$ cat config.mk
export PLATFORM = sky130hd
export DESIGN_NAME = mult_seq_flat
export DESIGN_NICKNAME = d
export VERILOG_FILES = /design/src/rtl/mult_seq_if.sv /design/src/rtl/mult_seq.sv /design/src/flat_wrapper.sv
export SDC_FILE = /design/constraint.sdc
export NUM_CORES = 1
export LEC_CHECK = 0
export CAP_MARGIN = 10
export CORE_MARGIN = 10
export CORE_UTILIZATION = 61
export CTS_CLUSTER_DIAMETER = 40
export DETAILED_ROUTE_END_ITERATION = 6
export PLACE_DENSITY = 0.83
export SLEW_MARGIN = 20
export SYNTH_ARGS = -nofsm -noshare
export SYNTH_HDL_FRONTEND = slang
export SYNTH_SLANG_ARGS = --single-unit
$ cat constraint.sdc
create_clock -name clk -period 10 [get_ports clk]
set_clock_uncertainty 0.05 [all_clocks]
set_input_delay 3 -clock clk [delete_from_list [all_inputs] [get_ports clk]]
set_output_delay 3 -clock clk [all_outputs]
set_load 0.005 [all_outputs]
$ cat src/rtl/mult_seq_if.sv
// mult_seq_if: request/response bundle between the EX-stage caller and the iterative multiplier
interface mult_seq_if #(
    parameter int WIDTH = 32
);
    logic                   signed_mul_i;
    logic [WIDTH-1:0]       a;
    logic [WIDTH-1:0]       b;
    logic                   start_i;
    logic                   annul_i;
    logic [2*WIDTH-1:0]     result_o;
    logic                   ready_o;
    modport master (
        output signed_mul_i, a, b, start_i, annul_i,
        input  result_o, ready_o
    );
    modport slave (
        input  signed_mul_i, a, b, start_i, annul_i,
        output result_o, ready_o
    );
endinterface

$ cat src/rtl/mult_seq.sv
// mult_seq: fixed-latency shift-add multiplier for MULT/MULTU with start/annul/ready handshake
module mult_seq #(
    parameter int WIDTH = 32,
    parameter int CNT_W = 5
) (
    input  logic       clk,
    input  logic       rst,
    mult_seq_if.slave  bus
);
    typedef enum logic [1:0] {IDLE, BUSY, DONE} state_t;
    state_t               state_q, state_d;
    logic [WIDTH-1:0]     mag_a_q, mag_b_q;
    logic [WIDTH-1:0]     mag_a_d, mag_b_d;
    logic                 neg_q, neg_d;
    logic [2*WIDTH-1:0]   acc_q, acc_d;
    logic [2*WIDTH-1:0]   result_q, result_d;
    logic [CNT_W-1:0]     cnt_q;
    logic                 accept, step, last;
    // State register
    always_ff @(posedge clk) begin
        if (rst) state_q <= IDLE;
        else     state_q <= state_d;
    end
    // Next state: annul always falls back to IDLE; BUSY runs a fixed WIDTH cycles
    always_comb begin
        state_d = state_q;
        case (state_q)
            IDLE:    state_d = (bus.start_i && !bus.annul_i) ? BUSY : IDLE;
            BUSY:    state_d = bus.annul_i ? IDLE : (last ? DONE : BUSY);
            default: state_d = IDLE;
        endcase
    end
    // Control outputs; ready is a Moore output so an annul in DONE still shows the pulse
    always_comb begin
        accept      = (state_q == IDLE) && bus.start_i && !bus.annul_i;
        step        = (state_q == BUSY) && !bus.annul_i;
        last        = step && (cnt_q == CNT_W'(WIDTH - 1));
        bus.ready_o = (state_q == DONE);
    end
    // Datapath next values: operand magnitudes at accept, one partial product per BUSY cycle
    always_comb begin
        mag_a_d  = (bus.signed_mul_i && bus.a[WIDTH-1]) ? -bus.a : bus.a;
        mag_b_d  = (bus.signed_mul_i && bus.b[WIDTH-1]) ? -bus.b : bus.b;
        neg_d    = bus.signed_mul_i && (bus.a[WIDTH-1] ^ bus.b[WIDTH-1]);
        acc_d    = acc_q + (mag_b_q[0] ? ({{WIDTH{1'b0}}, mag_a_q} << cnt_q) : '0);
        result_d = neg_q ? -acc_d : acc_d;
    end
    // Datapath registers; the product is committed on the final BUSY edge so it is valid in DONE
    always_ff @(posedge clk) begin
        if (rst) begin
            mag_a_q  <= '0;
            mag_b_q  <= '0;
            neg_q    <= 1'b0;
            acc_q    <= '0;
            cnt_q    <= '0;
            result_q <= '0;
        end else if (accept) begin
            mag_a_q  <= mag_a_d;
            mag_b_q  <= mag_b_d;
            neg_q    <= neg_d;
            acc_q    <= '0;
            cnt_q    <= '0;
        end else if (step) begin
            acc_q    <= acc_d;
            mag_b_q  <= mag_b_q >> 1;
            cnt_q    <= cnt_q + 1'b1;
            if (last) result_q <= result_d;
        end
    end
    assign bus.result_o = result_q;
endmodule

$ cat src/flat_wrapper.sv
// flat-port wrapper written by rule: the top's interface ports become plain ports
module mult_seq_flat 
#(
    parameter int WIDTH = 32,
    parameter int CNT_W = 5
)
  (clk, rst, bus_signed_mul_i, bus_a, bus_b, bus_start_i, bus_annul_i, bus_result_o, bus_ready_o);
  mult_seq_if #(.WIDTH(WIDTH)) bus_i ();
  input  logic clk;
  input  logic rst;
  input wire logic [$bits(bus_i.signed_mul_i)-1:0] bus_signed_mul_i;
  input wire logic [$bits(bus_i.a)-1:0] bus_a;
  input wire logic [$bits(bus_i.b)-1:0] bus_b;
  input wire logic [$bits(bus_i.start_i)-1:0] bus_start_i;
  input wire logic [$bits(bus_i.annul_i)-1:0] bus_annul_i;
  output wire logic [$bits(bus_i.result_o)-1:0] bus_result_o;
  output wire logic [$bits(bus_i.ready_o)-1:0] bus_ready_o;
  assign bus_i.signed_mul_i = bus_signed_mul_i;
  assign bus_i.a = bus_a;
  assign bus_i.b = bus_b;
  assign bus_i.start_i = bus_start_i;
  assign bus_i.annul_i = bus_annul_i;
  assign bus_result_o = bus_i.result_o;
  assign bus_ready_o = bus_i.ready_o;
  mult_seq #(.WIDTH(WIDTH), .CNT_W(CNT_W)) u_core (.clk(clk), .rst(rst), .bus(bus_i));
endmodule
==> impl_results.md, run 1 <==
- Outcome: finished with violations
- Failing checks: DRC
- Slowest-stage cell, CP: o21ai_0
- Ys flop type: dfxtp_1
- Final Hold Fails: 0
- Postcts setup bufs: 0
- Io pins: 134
- Clock power frac: 41.3%
- Largest net degree at the start of global routing: 94
- Maximum capacitance violations: 0
- Initial antenna violation count: 0
- IO Port Bufs: 133
- Num CTS Buffers: 17
- Fmax: 133 MHz
- Net Sw Frac: 31.9%
- Layout filler cell count: 2158
- CP peak stage delay: 0.79 ns
- Worst IR Drop VDD: 0.124 mV
- Leak Pwr: 6.41 nW
- Int Power: 1.30 mW
- Initial DRC count: 2071
- Setup TNS: 0 ns
- DR DRC count: 3
- Antenna cells: 0
- Synth-to-layout area growth: 12.0%
- Power share of the combinational group: 14.9%
- Total GRT Usage: 32.1%
- # clock sinks: 200
- Final setup viols: 0
- Synth warn: 0
- Die X: 184 um
- Clock transition at path regs: 0.09 ns
- Wire length per cell: 21.8 um
- Initial Util: 62.4%
- P_sw: approximately 0.6 mW
- Delay-heaviest family, CP: simple AND/OR/NAND/NOR gates
- Sequential share of the synthesized area: around a quarter
- Remaining Overflow, GRT: 0
- Seq pwr share: 43.8%
- Worst min-delay path category: reg -> reg
- Worst-Margin Slew: 1.05 ns
- CTS root buf: clkbuf_16
- Cell variety after synth: between 80 and 90
- Pwr Density: ~100 nW/um2
- First-pass GRT wire length: 88200 um
- Via/cell ratio: 6.80
- Final Cycle Share: 75.3%
- Share of layout cells above drive strength 1: 6.19%
- Setup CP Type: reg -> reg
- CTS tree: done
- Fin util: 69.8%
- CP Buf/Inv Count: 1
- Mapped cell area: 16400 um2
- Worst skew pair latency: 0.46 ns
- Final ANT Viol Nets: 0
- Net Count, Synth: approximately 2400
- RD Place Congestion: roughly 1.0
- CP Capture Type: flop
- Mean post-synth cell area: 7.40 um2
- Overall routed net length: around 56000 um
- Share of synthesized flip-flops with an asynchronous set or reset: 0%
- Detailed Place HPWL: roughly 42000 um
- Min Tclk post-route: 7.53 ns
- Final net count: 2369
- Critical-path cell list: buf_4 > mux2_2 > o21ai_0 > nor2_1 > a21oi_1 > mux2_2 > nor2_1 > ha_1 > nand2_1 > nor2_1 > o211ai_1 > o21ai_0 > xor2_1 > nor2_1 > or4b_1 > nor4_2 > nand4_1 > nor3_1 > mux2_2 > a221o_1
- Register bit count reported by yosys: 200
- Critical path required time: about 10 ns
- Critical Path AT: between 7 and 8 ns
- Post-Synthesis Cells: 2213
- Clock buffer depth: 2
- Post-CTS Hold Buffers: 0
- Core Area: 26300 um2
- Number of flops mapped to enable cells by yosys: 0
- Worst Path Max Fanout: 40
- Slew Viols, Final: 0
- CTS-repair resized insts: 0
- Die Span Y: 184 um
- Die area: 33800 um2
- Slew headroom: 29.5%
- Vias in the first global route: ~16000
- RSZ-0062 raised after global routing: no
- Setup crit start kind: flop
- Row cnt: 59
- Vias: 17500
- Drt pass-1 iters: 7
- # H-tree levels: 4
- Most used cell along the critical path: nor2_1
power by group through the flow:
stage	registers, mW	clock network, mW	logic, mW
6_report	0.836	0.788	0.284
5_1_grt	0.837	0.817	0.304
4_1_cts	0.834	0.788	0.276
3_5_place_dp	0.852	0	0.274
3_3_place_gp	0.851	0	0.265
2_1_floorplan	0.843	0	0.184
layout by cell type (no fill, tap or decap), drive strengths merged, types with 19 or more instances in the layout:
cell type / count
a211oi: 91
a21oi: 228
a221oi: 19
and2: 28
clkdlybuf4s50: 132
dfxtp: 200
ha: 68
inv: 58
mux2i: 37
mux4: 24
nand2: 293
nand3: 34
nand4: 38
nor2: 278
nor3: 54
nor4: 24
o21ai: 118
o22ai: 20
o31ai: 22
or3: 38
xnor2: 58
xor2: 94
registers in the layout, summed over array words and instances (netlist names):
signal,count
u_core.acc_q,64
u_core.cnt_q,5
u_core.mag_b_q,32
u_core.bus.result_o,64
u_core.neg_q,1
u_core.state_q,2
u_core.mag_a_q,32
per-layer routing:
| layer | wire length [um] | share of wire, % | vias to the layer above | global-route usage [%] |
|---|---|---|---|---|
| met3 | 5180 | 9.2 | 131 | 5.71 |
| li1 | - | - | 8148 | - |
| met4 | 1930 | 3.4 | 0 | 12.3 |
| met5 | 0 | 0 | - | 0 |
| met2 | 25400 | 45 | 973 | 51.4 |
| met1 | 23600 | 42 | 8282 | 42.1 |
worst register-to-register path: stages, from the launching register on:
cell and delay [ns]:
dfxtp_1 0.31, buf_4 0.39, mux2_2 0.42, o21ai_0 0.56, nor2_1 0.12, a21oi_1 0.32, mux2_2 0.26, nor2_1 0.07
ha_1 0.50, nand2_1 0.19, nor2_1 0.26, o211ai_1 0.12, o21ai_0 0.79, xor2_1 0.31, nor2_1 0.15, or4b_1 0.65
nor4_2 0.57, nand4_1 0.46, nor3_1 0.30, mux2_2 0.36, a221o_1 0.28
cells in the mapped netlist, types with 8 or more instances:
master    number  area share (%)
nor2b_1       10            0.38
nand3_1       34             1.0
nor4_1        18            0.69
nand2b_1       8            0.31
o41ai_1       13            0.69
nor2_1       278             6.4
mux2_2        17             1.2
o21bai_1       8            0.37
mux2i_1       37             2.3
clkbuf_1     119             2.7
nand4_1       36             1.4
dfxtp_1      200              24
o21ai_0      107             3.3
a311oi_1      15            0.80
and3_1         8            0.31
a211oi_1      88             4.0
buf_2         11            0.34
o211ai_1      16            0.73
a31oi_1        8            0.31
o21a_1        12            0.55
o22ai_1       20            0.76
o21ai_1       11            0.34
and2_1        27             1.0
nand2_1      293             6.7
mux4_2        24             3.3
xor2_1        94             5.0
ha_1          68             5.2
a222oi_1      12            0.73
inv_1         47             1.1
a21oi_1      222             6.8
xnor2_1       58             3.1
o31ai_1       19            0.87
buf_1         20            0.46
or3_1         38             1.5
a221oi_1      19             1.0
a21o_1        15            0.69
nor3_1        54             1.6
metrics by stage:
step	cells	worst slack [ns]	hold WS, ns	area [um2]	power, mW
5_1_grt	2579	2.24	0.431	18400	1.96
6_report	2579	2.47	0.414	18400	1.91
2_1_floorplan	2213	4.19	0.382	16400	1.03
3_5_place_dp	2547	2.67	0.395	17700	1.13
3_3_place_gp	2547	2.63	0.391	17700	1.12
4_1_cts	2579	2.63	0.413	18400	1.90
cell type report:
| class | count | area, um2 | area share [%] |
|---|---|---|---|
| Clock inverter | 15 | 223 | 1.21 |
| Timing Repair Buffer | 149 | 1450 | 7.89 |
| Multi-Input combinational cell | 1816 | 11700 | 63.5 |
| Sequential cell | 200 | 4010 | 21.8 |
| Clock buffer | 17 | 425 | 2.32 |
| Tap cell | 335 | 419 | 2.28 |
| Inverter | 47 | 176 | 0.961 |
path summary, 6_finish.rpt:
path,from,to,slack (ns),cells after the start
worst max-delay path,u_core.cnt_q[1],u_core.bus.result_o[55],2.47,20
worst min-delay path,u_core.bus.result_o[21],u_core.bus.result_o[21],0.41,2
worst max register to register,u_core.cnt_q[1],u_core.bus.result_o[55],2.47,20
worst min register to register,u_core.bus.result_o[21],u_core.bus.result_o[21],0.41,2
cells by family after synthesis:
family / count (synthesis) / synth area share [%]
AND/OR/NAND/NOR: 850 / 23.8
AO/OA/AOI/OAI: 667 / 27.0
flip-flops: 200 / 24.4
buffers and inverters: 197 / 4.60
XOR/XNOR: 152 / 8.12
multiplexers: 78 / 6.73
adder cells (fa/ha/maj): 69 / 5.31
Power figures use the tool's default switching activity.
==> inputs of run 2 (changes only) <==
--- a/config.mk
+++ b/config.mk
@@ -7,10 +7,10 @@
 export LEC_CHECK = 0
 export CAP_MARGIN = 10
 export CORE_MARGIN = 10
-export CORE_UTILIZATION = 61
+export CORE_UTILIZATION = 60
 export CTS_CLUSTER_DIAMETER = 40
 export DETAILED_ROUTE_END_ITERATION = 6
-export PLACE_DENSITY = 0.83
+export PLACE_DENSITY = 0.82
 export SLEW_MARGIN = 20
 export SYNTH_ARGS = -nofsm -noshare
 export SYNTH_HDL_FRONTEND = slang
==> constraint.sdc (replaced) <==
create_clock -name clk -period 7.7 [get_ports clk]
set_clock_uncertainty 0.05 [all_clocks]
set_input_delay 2.31 -clock clk [delete_from_list [all_inputs] [get_ports clk]]
set_output_delay 2.31 -clock clk [all_outputs]
set_load 0.005 [all_outputs]
==> impl_results.md, run 2 (synthesis gave the netlist of run 1 again) <==
- GR met3 Demand/Resource: 6.86% (+1.1 points)
- Setup TNS: 0 ns (unchanged)
- Delay-heaviest family, CP: simple AND/OR/NAND/NOR gates
- Maximum capacitance violations: 0 (unchanged)
- Final setup margin: 0.457 ns (-2.01 ns)
- CTS tree: done
- Most Crowded Layer GR: met2
- Critical Path AT: 7.55 ns (-0.29 ns)
- Reg2Reg Launch Point: u_core.cnt_q[1]
- Commonest non-fill, non-tap cell in the layout: nand2_1
- Final ANT Viol Nets: 0 (unchanged)
- Postcts setup bufs: 0 (unchanged)
- Leak Pwr: 6.47 nW (+1.0%)
- Detailed Place HPWL: 43400 um (+2.8%)
- Worst slack, placed: 0.740 ns (-1.93 ns)
- Outcome: complete, no violations
- Critical path required time: 8.01 ns (-2.30 ns)
- Critical path depth: 19 (-5.0%)
- Most used cell along the critical path: mux2_2
- IO Port Bufs: 133 (unchanged)
- Drt pass-1 iters: 7 (unchanged)
- GR Util met2: 50.8% (-0.61 points)
- Row cnt: 60 (+1.7%)
- Min Tclk post-route: 7.24 ns (-0.286 ns)
- Clock buffer depth: 2 (unchanged)
- Num CTS Buffers: 17 (unchanged)
- Fmax: 138 MHz (+3.9%)
- # clock sinks: 200 (unchanged)
- Final net count: 2387 (+0.76%)
- CP peak stage delay: 0.88 ns (+0.09 ns)
- Worst skew pair latency: 0.46 ns (about the same)
- Die Span Y: 185 um (+0.74%)
- Hold worst-path end: u_core.bus.result_o[21]
- Vias: 17600 (+0.25%)
- Initial antenna violation count: 0 (unchanged)
- Initial Util: 60.8% (-1.6 points)
- Most frequent cells in the layout: nand2_1 (292), nor2_1 (278), a21oi_1 (222), dfxtp_1 (198), clkdlybuf4s50_1 (132)
- CTS-repair resized insts: 0 (unchanged)
- Final Hold Slack: 0.411 ns (-0.00370 ns)
- RD Place Congestion: 1.02 (+1.3%)
- Die X: 185 um (+0.74%)
- Final Hold Fails: 0 (unchanged)
- Vias in the first global route: 16500 (+0.87%)
- Final setup viols: 0 (unchanged)
- Slowest-stage cell, CP: dfxtp_1
- Placed Cells: 2571 (+0.94%)
- Total GRT Usage: 32.5% (+0.44 points)
- CP Capture Type: flop
- Setup crit start kind: flop
- CP Buf/Inv Count: 0 (-1)
- Reg2reg path depth: 19 (-5.0%)
- Share of layout cells above drive strength 1: 6.90% (+0.70 points)
- RSZ-0062 raised after global routing: no
- Remaining Overflow, GRT: 0 (unchanged)
- Core Area: 27000 um2 (+2.6%)
- Initial DRC count: 1941 (-6.3%)
- Pwr Density: 129 nW/um2 (+24%)
- Overall routed net length: 57100 um (+1.9%)
- Hold path cells: 2 (unchanged)
- DR DRC count: 0 (-3)
- Worst r2r dst: u_core.bus.result_o[55]
- CTS root buf: clkbuf_16
- Via/cell ratio: 6.75 (-0.68%)
- Final Power: 2.39 mW (+25%)
- Setup CP Type: reg -> reg
- Post-CTS Hold Buffers: 0 (unchanged)
- First-pass GRT wire length: 89000 um (+0.91%)
- Synth-to-layout area growth: 12.6%
- Largest net degree at the start of global routing: 93 (-1.1%)
- Slew Viols, Final: 0 (unchanged)
- Wire length per cell: 22.0 um (+0.91%)
- Antenna cells: 0 (unchanged)
- Worst Path Max Fanout: 21 (-48%)
- Worst IR Drop VDD: 0.139 mV (+12%)
- Critical-path cell list: mux2_2 > nor2_1 > a21oi_1 > a21oi_1 > mux2_2 > nor2_1 > ha_1 > nand2_1 > nor3_1 > a211oi_2 > a21oi_2 > xor2_1 > a2111o_1 > or4b_1 > nor4_2 > nand4_1 > nor3_1 > mux2_2 > a221o_1
- Worst-Margin Slew: 1.05 ns (+0.00482 ns)
- Worst hold path startpoint: u_core.bus.result_o[21]
- GR Util met1: 43.1% (+1.0 points)
- Final Cycle Share: 94.1% (+19 points)
- Reg2Reg Setup Slack: 0.46 ns (-2.01 ns)
- Clock transition at path regs: 0.09 ns (about the same)
- Non-filler cells, final: 2603 (+0.93%)
- # H-tree levels: 4 (unchanged)
- Io pins: 134 (unchanged)
- Slew headroom: 29.5% (about the same)
- Die area: 34300 um2 (+1.5%)
- Worst min-delay path category: reg -> reg
[run 2: where the power goes]
group          switching, mW  internal [mW]  total, mW
logic                  0.228          0.147      0.375
registers             0.0260           1.06       1.08
clock network          0.483          0.445      0.928
total                  0.737           1.65       2.39
[run 2: layout make-up]
class,instances,area (um2)
multi-input cells,1816,11700
well taps,341,427
repair buffers,167,1600
fillers,2234,8490
inverters,47,176
clock buffers,19,443
clock inverters,13,155
flip-flops and latches,200,4010
[run 2: metrics by stage]
step / area [um2] / utilization [%]
floorplan: 16400 / -
global placement: 17900 / 66.3
detailed placement: 17900 / 66.3
CTS: 18500 / 68.5
global route: 18500 / 68.5
finish: 18500 / 68.5
[run 2: worst min-delay path, stage by stage, from the launching register on]
cell and delay [ns]:
dfxtp_1 0.32, nand2_1 0.05, a21oi_1 0.05
[run 2: worst max-delay path by stage]
stage,startpoint,endpoint,slack [ns]
floorplan,u_core.cnt_q[0],u_core.bus.result_o[55],1.89
global placement,u_core.cnt_q[1],u_core.bus.result_o[55],0.78
detailed placement,u_core.cnt_q[1],u_core.bus.result_o[55],0.74
CTS,u_core.cnt_q[1],u_core.bus.result_o[55],0.68
global route,u_core.cnt_q[1],u_core.bus.result_o[55],0.15
finish,u_core.cnt_q[1],u_core.bus.result_o[55],0.46
[run 2: layer usage]
metal | routed length, um | part of all wire, %
met1 | 24300 | 43
met3 | 5530 | 9.7
met5 | 0 | 0
met2 | 25200 | 44
met4 | 2100 | 3.7
